**src/rtl/wordcnt_xfer_ctrl.sv**
```systemverilog
// wordcnt_xfer_ctrl: sequences one block transfer over an external 8-bit word counter and a bus req/ack handshake.
// Optional feature: define XFER_AUTORELOAD_EN to add the 'rpt' input (reload and repeat after done).
module wordcnt_xfer_ctrl #(
    parameter int W     = 8,
    parameter int TMO_W = 4
) (
    input  logic         clk,
    input  logic         rst,
    input  logic         start,
    input  logic [W-1:0] len,
    input  logic         abort,
    input  logic         bus_ack,
    input  logic [W-1:0] cnt_q,
`ifdef XFER_AUTORELOAD_EN
    input  logic         rpt,
`endif
    output logic         cnt_pl,
    output logic         cnt_res,
    output logic         cnt_en,
    output logic         cnt_dec,
    output logic         cnt_inc,
    output logic         cnt_wci,
    output logic [W-1:0] cnt_data,
    output logic         bus_req,
    output logic         busy,
    output logic         done,
    output logic         aborted,
    output logic         tmo_err
);

    localparam logic [2:0] S_IDLE = 3'd0;
    localparam logic [2:0] S_LOAD = 3'd1;
    localparam logic [2:0] S_REQ  = 3'd2;
    localparam logic [2:0] S_DONE = 3'd3;
    localparam logic [2:0] S_ABRT = 3'd4;

    // Last idle-count value before the (2**TMO_W-1)-th ack-less REQ cycle.
    localparam logic [TMO_W-1:0] TMO_LAST = {{(TMO_W-1){1'b1}}, 1'b0};
    localparam logic [TMO_W-1:0] TMO_ONE  = {{(TMO_W-1){1'b0}}, 1'b1};
    localparam logic [W-1:0]     CNT_ZERO = {W{1'b0}};
    localparam logic [W-1:0]     CNT_ONE  = {{(W-1){1'b0}}, 1'b1};

    logic [2:0]       state_r;
    logic [2:0]       next_s;
    logic [W-1:0]     len_r;
    logic [TMO_W-1:0] tmo_r;
    logic             dec_s;
    logic             tmo_hit_s;
    logic             accept_s;
    logic             reload_s;
    logic             cnt_pl_r;
    logic             bus_req_r;
    logic             busy_r;
    logic             done_r;
    logic             abrt_r;
    logic             tmo_err_r;

`ifdef XFER_AUTORELOAD_EN
    assign reload_s = rpt;
`else
    assign reload_s = 1'b0;
`endif

    assign accept_s = (state_r == S_IDLE) && start;

    // Next-state decode; abort wins over ack, a zero counter in REQ is a protocol error.
    always_comb begin
        next_s    = state_r;
        dec_s     = 1'b0;
        tmo_hit_s = 1'b0;
        case (state_r)
            S_IDLE: begin
                if (start) begin
                    next_s = (len != CNT_ZERO) ? S_LOAD : S_DONE;
                end else begin
                    next_s = S_IDLE;
                end
            end
            S_LOAD: begin
                next_s = abort ? S_ABRT : S_REQ;
            end
            S_REQ: begin
                if (abort) begin
                    next_s = S_ABRT;
                end else if (cnt_q == CNT_ZERO) begin
                    next_s = S_ABRT;
                end else if (bus_ack) begin
                    dec_s  = 1'b1;
                    next_s = (cnt_q == CNT_ONE) ? S_DONE : S_REQ;
                end else if (tmo_r == TMO_LAST) begin
                    tmo_hit_s = 1'b1;
                    next_s    = S_ABRT;
                end else begin
                    next_s = S_REQ;
                end
            end
            S_DONE: begin
                if (abort) begin
                    next_s = S_ABRT;
                end else if (reload_s) begin
                    next_s = S_LOAD;
                end else begin
                    next_s = S_IDLE;
                end
            end
            S_ABRT: begin
                next_s = S_IDLE;
            end
            default: begin
                next_s = S_IDLE;
            end
        endcase
    end

    // State, registered outputs decoded from the next state, saved length and ack timeout.
    always_ff @(posedge clk) begin
        if (rst) begin
            state_r   <= S_IDLE;
            len_r     <= CNT_ZERO;
            tmo_r     <= {TMO_W{1'b0}};
            cnt_pl_r  <= 1'b0;
            bus_req_r <= 1'b0;
            busy_r    <= 1'b0;
            done_r    <= 1'b0;
            abrt_r    <= 1'b0;
            tmo_err_r <= 1'b0;
        end else begin
            state_r   <= next_s;
            cnt_pl_r  <= (next_s == S_LOAD);
            bus_req_r <= (next_s == S_REQ);
            busy_r    <= (next_s != S_IDLE);
            done_r    <= (next_s == S_DONE);
            abrt_r    <= (next_s == S_ABRT);
            if (accept_s && (len != CNT_ZERO)) begin
                len_r <= len;
            end else begin
                len_r <= len_r;
            end
            if (accept_s) begin
                tmo_err_r <= 1'b0;
            end else if (tmo_hit_s) begin
                tmo_err_r <= 1'b1;
            end else begin
                tmo_err_r <= tmo_err_r;
            end
            if ((state_r == S_REQ) && (next_s == S_REQ) && !dec_s) begin
                tmo_r <= tmo_r + TMO_ONE;
            end else begin
                tmo_r <= {TMO_W{1'b0}};
            end
        end
    end

    // The decrement must land on the ack cycle itself, so it bypasses the output registers.
    assign cnt_en   = dec_s && !rst;
    assign cnt_dec  = dec_s && !rst;
    assign cnt_res  = rst || abrt_r;
    assign cnt_inc  = 1'b0;
    assign cnt_wci  = 1'b0;
    assign cnt_data = len_r;
    assign cnt_pl   = cnt_pl_r;
    assign bus_req  = bus_req_r;
    assign busy     = busy_r;
    assign done     = done_r;
    assign aborted  = abrt_r;
    assign tmo_err  = tmo_err_r;

endmodule

```
**config.mk**
```make
export PLATFORM = sky130hd
export DESIGN_NAME = wordcnt_xfer_ctrl
export DESIGN_NICKNAME = d
export VERILOG_FILES = /design/src/rtl/wordcnt_xfer_ctrl.sv
export SDC_FILE = /design/constraint.sdc
export NUM_CORES = 1
export LEC_CHECK = 0
export ABC_AREA = 0
export CORE_ASPECT_RATIO = 1.2
export CORE_MARGIN = 1
export CORE_UTILIZATION = 50
export CTS_CLUSTER_SIZE = 25
export DETAILED_ROUTE_END_ITERATION = 8
export DONT_BUFFER_PORTS = 1
export PLACE_DENSITY = 0.73
export SYNTH_ARGS = -nofsm -noshare
export SYNTH_HDL_FRONTEND = slang
export SYNTH_SLANG_ARGS = --single-unit
```
**constraint.sdc**
```tcl
create_clock -name clk -period 1.45 [get_ports clk]
set_input_delay 0.29 -clock clk [delete_from_list [all_inputs] [get_ports clk]]
set_output_delay 0.29 -clock clk [all_outputs]
set_load 0.005 [all_outputs]
```
==> results of run 1 <==
per-layer routing:
layer  vias up  share of wire, %  track usage, %
li1        366                 -               -
met1       374                40            23.5
met2        37                52            33.6
met3         5               6.8            4.40
met4         0               1.9            5.38
met5         -                 0               0
registers in the layout, summed over array words and instances (netlist names):
| register | flops |
|---|---|
| cnt_data | 8 |
| tmo_r | 4 |
| state_r | 3 |
| aborted | 1 |
| bus_req | 1 |
| busy | 1 |
| cnt_pl | 1 |
| done | 1 |
| tmo_err | 1 |
final timing paths:
check,startpoint,cells past startpoint,slack [ns],to
min,rst,1,0.04,bus_req$_SDFF_PP0_
max,state_r[2]$_SDFF_PP0_,4,-0.26,cnt_dec
max reg2reg,state_r[2]$_SDFF_PP0_,7,-0.26,tmo_r[0]$_SDFF_PP0_
min reg2reg,tmo_err$_SDFFE_PP0P_,1,0.51,tmo_err$_SDFFE_PP0P_
what timing repair did:
item,CTS,global route
gates resized for setup,6,23
hold buffers,0,0
pin swaps,2,4
buffers inserted,3,2
setup endpoints to repair,19,22
cell usage after synthesis (all sizes together) (2+ instances only):
library cell	n	share of area (%)
dfxtp	21	44
nor2	15	5.9
mux2i	8	8.4
nor4b	5	6.6
buf	4	3.2
inv	4	1.6
nand2	4	1.6
nor4	4	4.0
a31oi	2	1.3
clkbuf	2	0.79
ha	2	2.6
nand2b	2	1.3
nor3	2	1.1
o21a	2	1.6
o21ai	2	1.1
or4	2	1.6
area by class of cell:
cell class,instances,area share [%]
Sequential cell,21,33.4
Clock buffer,4,2.04
Timing Repair Buffer,18,12.3
Inverter,4,1.17
Multi-Input combinational cell,66,49.3
Tap cell,18,1.75
worst register-to-register path, stage by stage (launching register included):
cell,delay (ns)
dfxtp_4,0.38
nor4b_4,0.26
buf_4,0.18
o21ai_4,0.07
buf_4,0.14
o21a_4,0.20
buf_6,0.14
nor4b_4,0.25
through the flow:
step	cells	setup TNS, ns	total power [uW]
after floorplan	97	-0.679	728
after global placement	122	-0.930	759
after detailed placement	122	-1.37	762
after CTS	129	-2.95	1040
after global routing	131	-4.61	1110
final	131	-3.64	1070
kinds of logic after synthesis:
kind of cell / count (synthesis) / share of synthesized area [%]
and+or+nand+nor: 42 / 28.9
DFF: 21 / 44.3
AOI/OAI and AO/OA: 10 / 8.04
buffers and inverters: 10 / 5.53
muxes: 8 / 8.43
adders and majority gates: 2 / 2.63
xor gates and xnor gates: 2 / 1.84
other: 1 / 0.395
cells in the final DEF, fill, tap and decap left out, types with 2 or more instances in the layout:
cell type / instances
dfxtp_1: 17
buf_4: 14
nor2_1: 12
mux2i_1: 6
inv_1: 4
nand2_1: 4
nor4_2: 3
nor4b_2: 3
clkbuf_4: 3
buf_6: 3
or4_4: 2
nor4b_4: 2
nor2_4: 2
mux2i_2: 2
nand2b_1: 2
nor3_2: 2
ha_1: 2
conb_1: 2
dfxtp_4: 2
dfxtp_2: 2
where the power goes:
| group | internal (uW) | leakage [uW] | switching (uW) |
|---|---|---|---|
| Sequential | 602 | 0.000174 | 21.6 |
| Combinational | 97.4 | 0.000308 | 72.4 |
| Clock | 107 | 0.0000150 | 171 |
| Total | 806 | 0.000497 | 265 |
==> metrics, run 1 <==
status=complete, but fails checks; failing checks=negative setup slack; skew final=~0.0073 ns; Buf/Inv on CP=1; Slew headroom=between 50% and 60%; worst vdd ir=about 0.00075 V; final wirelength=2340 um; Setup Crit Path Kind=reg -> out; chip width=41.8 um; Primary FF master, synth=dfxtp_1; Cells after Synth=between 90 and 100; Worst Path Max Fanout=3; DR iter-0 viols=16; fin util=75.7%; pin count of the biggest net entering global routing=18; Final Cycle Share=118%; setup slack after layout=-0.257 ns; via count=782; share of cells above drive strength 1=between 40% and 50%; Arr. time, crit path=about 1.4 ns; Tot GR Track Use=19.3%; worst path cell trace=nor4b_4 -> buf_4 -> o21ai_4 -> nor3b_4; first-pass GRT wire length=between 3000 and 4000 um; Starting Density=a little under three fifths; H-tree level count=1; Lkg Pwr=a little under 0.0005 uW; FF+latch area=430 um2; antenna violations before repair=0; top-level I/O count=40; ant diodes=0; die area=slightly above 2000 um2; Post-Syn Area=between 900 and 1000 um2; Hold Slack=between 0.04 and 0.05 ns; Pre-antenna DRT Iters=4; Unique masters post-synth=33; Area Growth Syn to Fin=35.6%; post-route cell area=1290 um2; Startpoint Class=flop; clock slew at reported path FFs=between 0.1 and 0.15 ns; root buf cell=clkbuf_4; type of the worst min-delay path=in -> reg; CP required=~1.2 ns; final max-slew violation count=0; final critical-path required period=between 1.5 and 2 ns; Slew @ Worst Pin=between 0.6 and 0.7 ns; CP max-delay cell=dfxtp_4; I/O Buffers=0; Post-synth EDFFs=0; synthesized flop and latch total=21; nets=between 100 and 150; RSZ-0062 raised after global routing=yes; Avg Synthesized Cell Area=approximately 10 um2; CTS tree=done; CTS max path bufs=2; CTS Buf Count=3; multi-input logic area=around 630 um2; GP Congestion=0.791; post-synthesis async set-or-reset flop share=0%; Hold Violations, Final=0; Core Region=around 1700 um2; max frequency=586 MHz; Post-DRT Antenna Nets=0; Remaining DRCs=0; CP endpoint kind=output port; Avg WL per Cell=around 18 um; yosys warns=0; post-synthesis sequential area ratio=about 44%; CTS sink cnt=21; HPWL Detailed=about 1400 um; Place WS=-0.180 ns; total grt overflow=0; DP Area=~1100 um2; vias in the first global route=760; Pwr Density=between 800 and 900 nW/um2; Die Height=49.7 um; row cnt=16; # fillers=117; CP max stage delay=0.38 ns; setup violators final=20; Worst-Skew Late Latency=0.30 ns; Via-to-Cell Ratio=between 5 and 6; family with the most delay on the worst path=simple AND/OR/NAND/NOR gates; Max-Cap Viols=0
Note: power is estimated with default switching activity, not from simulation.
==> run 2, diff against run 1 <==
TNS_END_PERCENT = 1   (was unset)
==> run 2 against run 1 <==
  * The flow still finishes with violations (negative setup slack)
  * Die area did not move
  * Routed wire length fell by 22%
  * Count of clock-buffer cells in the layout fell by 1
  * Clock power rose by 3%
  * Total power fell by 3.3%
  * Maximum frequency fell by 2.9%
  * Cell area fell by 13%
  * Register-to-register slack improved by 0.13 ns
  * Largest cell class unchanged
  * Critical path type unchanged
  * Sequential share of layout area rose by 4.3 points
  * First-iteration DRC count fell by 31%
  * Via count fell by 4.6%
  * Global-route usage rose by 0.059 points
==> metrics, run 2 (synthesized netlist as in run 1, its figures left out) <==
status=complete, but fails checks; failing checks=negative setup slack; Core Region=1700 um2 (unchanged); skew final=0.0137 ns (+0.00639 ns); first-pass GRT wire length=3020 um (-5.0%); RSZ-0062 raised after global routing=yes; Startpoint Class=flop; CTS tree=done; Starting Density=55.8% (unchanged); setup slack after layout=-0.307 ns (-0.0507 ns); commonest cells after routing, fill and taps aside=dfxtp_1, nor2_1, buf_4, mux2i_1; nets=133 (-2.9%); DP Area=1070 um2 (-0.58%); chip width=41.8 um (unchanged); CTS sink cnt=21 (unchanged); DR iter-0 viols=11 (-5); r2r setup slk=-0.13 ns (+0.13 ns); Pwr Density=922 nW/um2 (+11%); antenna violations before repair=0 (unchanged); commonest non-fill, non-tap cell in the layout=dfxtp_1; max frequency=569 MHz (-2.9%); max reg flops=8 (unchanged); I/O Buffers=0 (unchanged); fin util=66.0% (-9.7 points); die area=2080 um2 (unchanged); type of the worst min-delay path=in -> reg; Worst-Skew Late Latency=0.31 ns (about the same); reg2reg end=cnt_data[2]$_SDFFE_PP0P_; Area Growth Syn to Fin=18.2%; Arr. time, crit path=1.47 ns (+0.05 ns); Hold Path Cell Cnt=1 (unchanged); CP required=1.16 ns (about the same); CTS max path bufs=2 (unchanged); Place WS=-0.129 ns (+0.0509 ns); CTS Buf Count=3 (unchanged); worst vdd ir=0.000678 V (-9.8%); worst hold path endpoint=cnt_data[6]$_SDFFE_PP0P_; Hold Crit Start=rst; Final Cycle Share=121% (+3.5 points); Die Height=49.7 um (unchanged); worst r2r src=state_r[1]$_SDFF_PP0_; final max-slew violation count=0 (unchanged); final critical-path required period=1.76 ns (+0.0507 ns); vias in the first global route=733 (-3.6%); Hold Violations, Final=0 (unchanged); row cnt=16 (unchanged); setup violators final=17 (-15%); Tot GR Track Use=19.3% (+0.059 points); pin count of the biggest net entering global routing=18 (unchanged); clock slew at reported path FFs=0.12 ns (about the same); Max-Cap Viols=0 (unchanged); final wirelength=1840 um (-22%); ant diodes=0 (unchanged); Worst Path Max Fanout=4 (+1); CP endpoint kind=output port; HPWL Detailed=1400 um (+1.5%); GP Congestion=0.809 (+2.2%); multi-input logic area=517 um2 (-19%); Avg WL per Cell=14.5 um (-19%); Pre-antenna DRT Iters=4 (unchanged); CP max-delay cell=dfxtp_2; total grt overflow=0 (unchanged); CP max stage delay=0.37 ns (about the same); worst path cell trace=nor4b_4 -> o21ai_2 -> buf_4 -> nor3b_4; reg2reg path depth=5 (-2); via count=746 (-4.6%); H-tree level count=1 (unchanged); Remaining DRCs=0 (unchanged); Setup Crit Path Kind=reg -> out; Lkg Pwr=0.000464 uW (-6.6%); Post-DRT Antenna Nets=0 (unchanged); # fillers=145 (+24%); FF+latch area=423 um2 (-1.7%); post-route cell area=1120 um2 (-13%); top-level I/O count=40 (unchanged); CTS Hold Bufs=0 (unchanged); root buf cell=clkbuf_4; Via-to-Cell Ratio=5.87 (-1.6%); share of cells above drive strength 1=30.3% (-16 points)
-- run 2: per-stage QoR --
step | hold WS, ns | power, uW | setup TNS, ns | std cells
2_1_floorplan | 0.437 | 725 | -0.726 | 97
3_3_place_gp | 0.364 | 757 | -1.05 | 123
3_5_place_dp | 0.366 | 762 | -1.41 | 123
4_1_cts | 0.0260 | 1040 | -2.18 | 127
5_1_grt | 0.0114 | 1080 | -4.12 | 127
6_report | 0.0254 | 1040 | -1.88 | 127
-- run 2: where the power goes --
part / leakage, uW / switching [uW] / internal (uW)
combinational: 0.000274 / 53.2 / 73.1
clock: 0.0000177 / 182 / 103
sequential: 0.000172 / 19.9 / 604
total: 0.000464 / 255 / 780
-- run 2: how the worst max path moves through the flow --
stage,start,end,slack (ns),cells past startpoint
CTS,state_r[0]$_SDFF_PP0_,cnt_dec,-0.34,4
global route,state_r[0]$_SDFF_PP0_,cnt_dec,-0.40,4
finish,state_r[0]$_SDFF_PP0_,cnt_dec,-0.31,4
floorplan,state_r[1]$_SDFF_PP0_,cnt_data[0]$_SDFFE_PP0P_,-0.07,4
detailed placement,cnt_q[7],cnt_pl$_SDFF_PP0_,-0.13,4
global placement,cnt_q[7],cnt_pl$_SDFF_PP0_,-0.11,4
-- run 2: timing repair --
item,CTS,global route
resized for setup,3,0
pin swaps,1,1
setup buffers,0,0
cloned,0,0
endpoints found under the setup margin,19,19
-- run 2: worst max-delay path, delay by kind of cell, from the launching register on --
family | cells | cell delay (ns)
buffers and inverters | 1 | 0.15
DFF | 1 | 0.37
AOI/OAI and AO/OA | 1 | 0.10
and+or+nand+nor | 2 | 0.53
-- run 2: cell type report --
class | instances | area share (%)
clock inverters | 1 | 0.446
well taps | 18 | 2.01
multi-input cells | 66 | 46.0
clock buffers | 3 | 2.01
inverters | 4 | 1.34
repair buffers | 14 | 10.5
flip-flops and latches | 21 | 37.7
-- run 2: per-layer routing --
metal  track usage (%)  up-vias  part of all wire, %
li1                  -      361                    -
met1              21.4      350                   39
met2              34.4       31                   52
met3              2.93        4                  6.8
met4              11.3        0                  2.5
met5                 0        -                    0
==> run 3, diff against run 2 <==
==> constraint.sdc (replaced) <==
create_clock -name clk -period 1.6 [get_ports clk]
set_input_delay 0.16 -clock clk [delete_from_list [all_inputs] [get_ports clk]]
set_output_delay 0.16 -clock clk [all_outputs]
set_load 0.005 [all_outputs]
==> run 3 against run 2 <==
  * The run ends with negative hold slack, negative setup slack left
  * Critical endpoint is now cnt_en
  * Via count is 4.7% lower
  * Final cell count decreased by 3.9%
  * First-iteration DRC count increased by 18%
  * Global-route usage grew 1.4 points
  * Largest cell class unchanged
  * Count of clock-buffer cells in the layout rose by 1
  * Sequential share of layout area up 2.4 points
  * Register-to-register slack improved by 0.04 ns
==> metrics, run 3 (synthesized netlist as in run 1, its figures left out) <==
status=complete, but fails checks; failing checks=negative hold slack, negative setup slack; type of the worst min-delay path=in -> reg; top-level I/O count=40 (unchanged); skew final=0.00359 ns (-0.0101 ns); Worst Path Max Fanout=6 (+2); Core Region=1700 um2 (unchanged); Pwr Density=871 nW/um2 (-5.6%); commonest non-fill, non-tap cell in the layout=dfxtp_1; max frequency=just under 600 MHz; final critical-path required period=1.72 ns; Setup Crit Path Kind=reg -> out; commonest cells after routing, fill and taps aside=dfxtp_1, nor2_1, mux2i_1, buf_4; CTS Buf Count=3 (unchanged); Remaining DRCs=0 (unchanged); Final Cycle Share=107%; Lkg Pwr=0.000423 uW (-8.8%); total power draw=919 uW (-11%); r2r setup slk=-0.09 ns (+0.04 ns); CP endpoint kind=output port; chip width=41.8 um (unchanged); Tot GR Track Use=20.7% (+1.4 points); pin count of the biggest net entering global routing=18 (unchanged); post-CTS setup buffer count=0 (unchanged); row cnt=16 (unchanged); CP required=1.44 ns (+0.28 ns); worst vdd ir=0.000615 V (-9.3%); RSZ-0062 raised after global routing=yes; I/O Buffers=0 (unchanged); # fillers=149 (+2.8%); Via-to-Cell Ratio=5.83 (-0.79%); worst r2r src=state_r[0]$_SDFF_PP0_; HPWL Detailed=1430 um (+1.9%); CTS sink cnt=21 (unchanged); Max-Cap Viols=0 (unchanged); setup violators final=10 (-7); DR iter-0 viols=13 (+2); CP most frequent cell=buf_4; worst hold path endpoint=cnt_data[1]$_SDFFE_PP0P_; Starting Density=55.8% (unchanged); via count=711 (-4.7%); reg2reg path depth=4 (-1); Buf/Inv on CP=2 (+1); Pre-antenna DRT Iters=4 (unchanged); final wirelength=1890 um (+2.9%); Avg WL per Cell=15.5 um (+7.2%); GP Congestion=0.802 (-0.91%); share of cells above drive strength 1=22.1% (-8.2 points); Hold Crit Start=len[1]; family with the most delay on the worst path=simple AND/OR/NAND/NOR gates; CTS tree=done; nets=128 (-3.8%); multi-input logic area=499 um2 (-3.4%); final setup TNS=-0.909 ns (+0.973 ns); Startpoint Class=flop; ant diodes=0 (unchanged); setup slack after layout=-0.116 ns (+0.191 ns); FF+latch area=423 um2 (unchanged); Hold Path Cell Cnt=2 (+1); Worst-Skew Late Latency=0.31 ns (about the same); root buf cell=clkbuf_4; max reg flops=8 (unchanged); H-tree level count=1 (unchanged); Hold Violations, Final=2 (+2); die area=2080 um2 (unchanged); Die Height=49.7 um (unchanged); vias in the first global route=732 (-0.14%); CTS max path bufs=2 (unchanged); Hold Slack=-0.00216 ns (-0.0275 ns); Arr. time, crit path=1.56 ns (+0.09 ns); antenna violations before repair=0 (unchanged); worst path cell trace=nor4b_4 -> o21ai_1 -> buf_4 -> nor3b_2 -> buf_4; CP max-delay cell=dfxtp_2; CP max stage delay=0.38 ns (about the same); clock slew at reported path FFs=0.11 ns (about the same); total grt overflow=0 (unchanged); reg2reg end=cnt_data[3]$_SDFFE_PP0P_; Area Growth Syn to Fin=11.2%; Post-DRT Antenna Nets=0 (unchanged); final max-slew violation count=0 (unchanged); first-pass GRT wire length=3250 um (+7.5%)
## run 3: repair_timing
item                                   CTS  global route
gates cloned                             0             0
resized for setup                        4             1
setup endpoints to repair               10            13
pin swaps                                1             0
endpoints found under the hold margin   11            11
## run 3: worst max-delay path by stage
| stage | start | endpoint | slack (ns) | cells past startpoint |
|---|---|---|---|---|
| after global placement | state_r[0]$_SDFF_PP0_ | cnt_data[3]$_SDFFE_PP0P_ | 0.004 | 4 |
| final | state_r[2]$_SDFF_PP0_ | cnt_en | -0.12 | 5 |
| after detailed placement | state_r[0]$_SDFF_PP0_ | cnt_data[7]$_SDFFE_PP0P_ | -0.02 | 4 |
| after floorplan | state_r[0]$_SDFF_PP0_ | cnt_data[0]$_SDFFE_PP0P_ | 0.06 | 4 |
| after CTS | state_r[2]$_SDFF_PP0_ | cnt_en | -0.12 | 5 |
| after global routing | state_r[2]$_SDFF_PP0_ | cnt_en | -0.21 | 5 |
## run 3: layout make-up
cell class              instances  share of cell area, %
flip-flops and latches         21                   40.0
multi-input cells              66                   47.3
clock buffers                   4                   2.49
well taps                      18                   2.13
inverters                       4                   1.42
repair buffers                  9                   6.64
## run 3: per-layer routing
metal	wire length, um	up-vias	GRT usage [%]
li1	-	351	-
met1	725	323	24.1
met2	960	30	32.8
met3	135	7	6.59
met4	68	0	12.4
met5	0	-	0
## run 3: stage by stage
step | hold slack, ns | utilization (%) | instance area [um2] | instances | worst slack (ns)
3_5_place_dp | 0.236 | 58.7 | 998 | 117 | -0.0231
4_1_cts | -0.102 | 61.2 | 1040 | 121 | -0.124
5_1_grt | 0.00899 | 62.1 | 1060 | 122 | -0.206
6_report | -0.00216 | 62.1 | 1060 | 122 | -0.116
2_1_floorplan | 0.307 | - | 953 | 97 | 0.0579
3_3_place_gp | 0.235 | 58.7 | 998 | 117 | 0.00386
## run 3: where the power goes
part           total, uW  internal [uW]  switching [uW]
Clock                255           97.4             157
Combinational       99.5           51.0            48.5
Sequential           565            547            18.3
## run 3: worst register-to-register path, delay by kind of cell, from the launching register on
| family | cells | cell delay, ns |
|---|---|---|
| simple gates | 2 | 0.63 |
| mux | 1 | 0.24 |
| flops | 1 | 0.39 |
| compound gates | 1 | 0.32 |
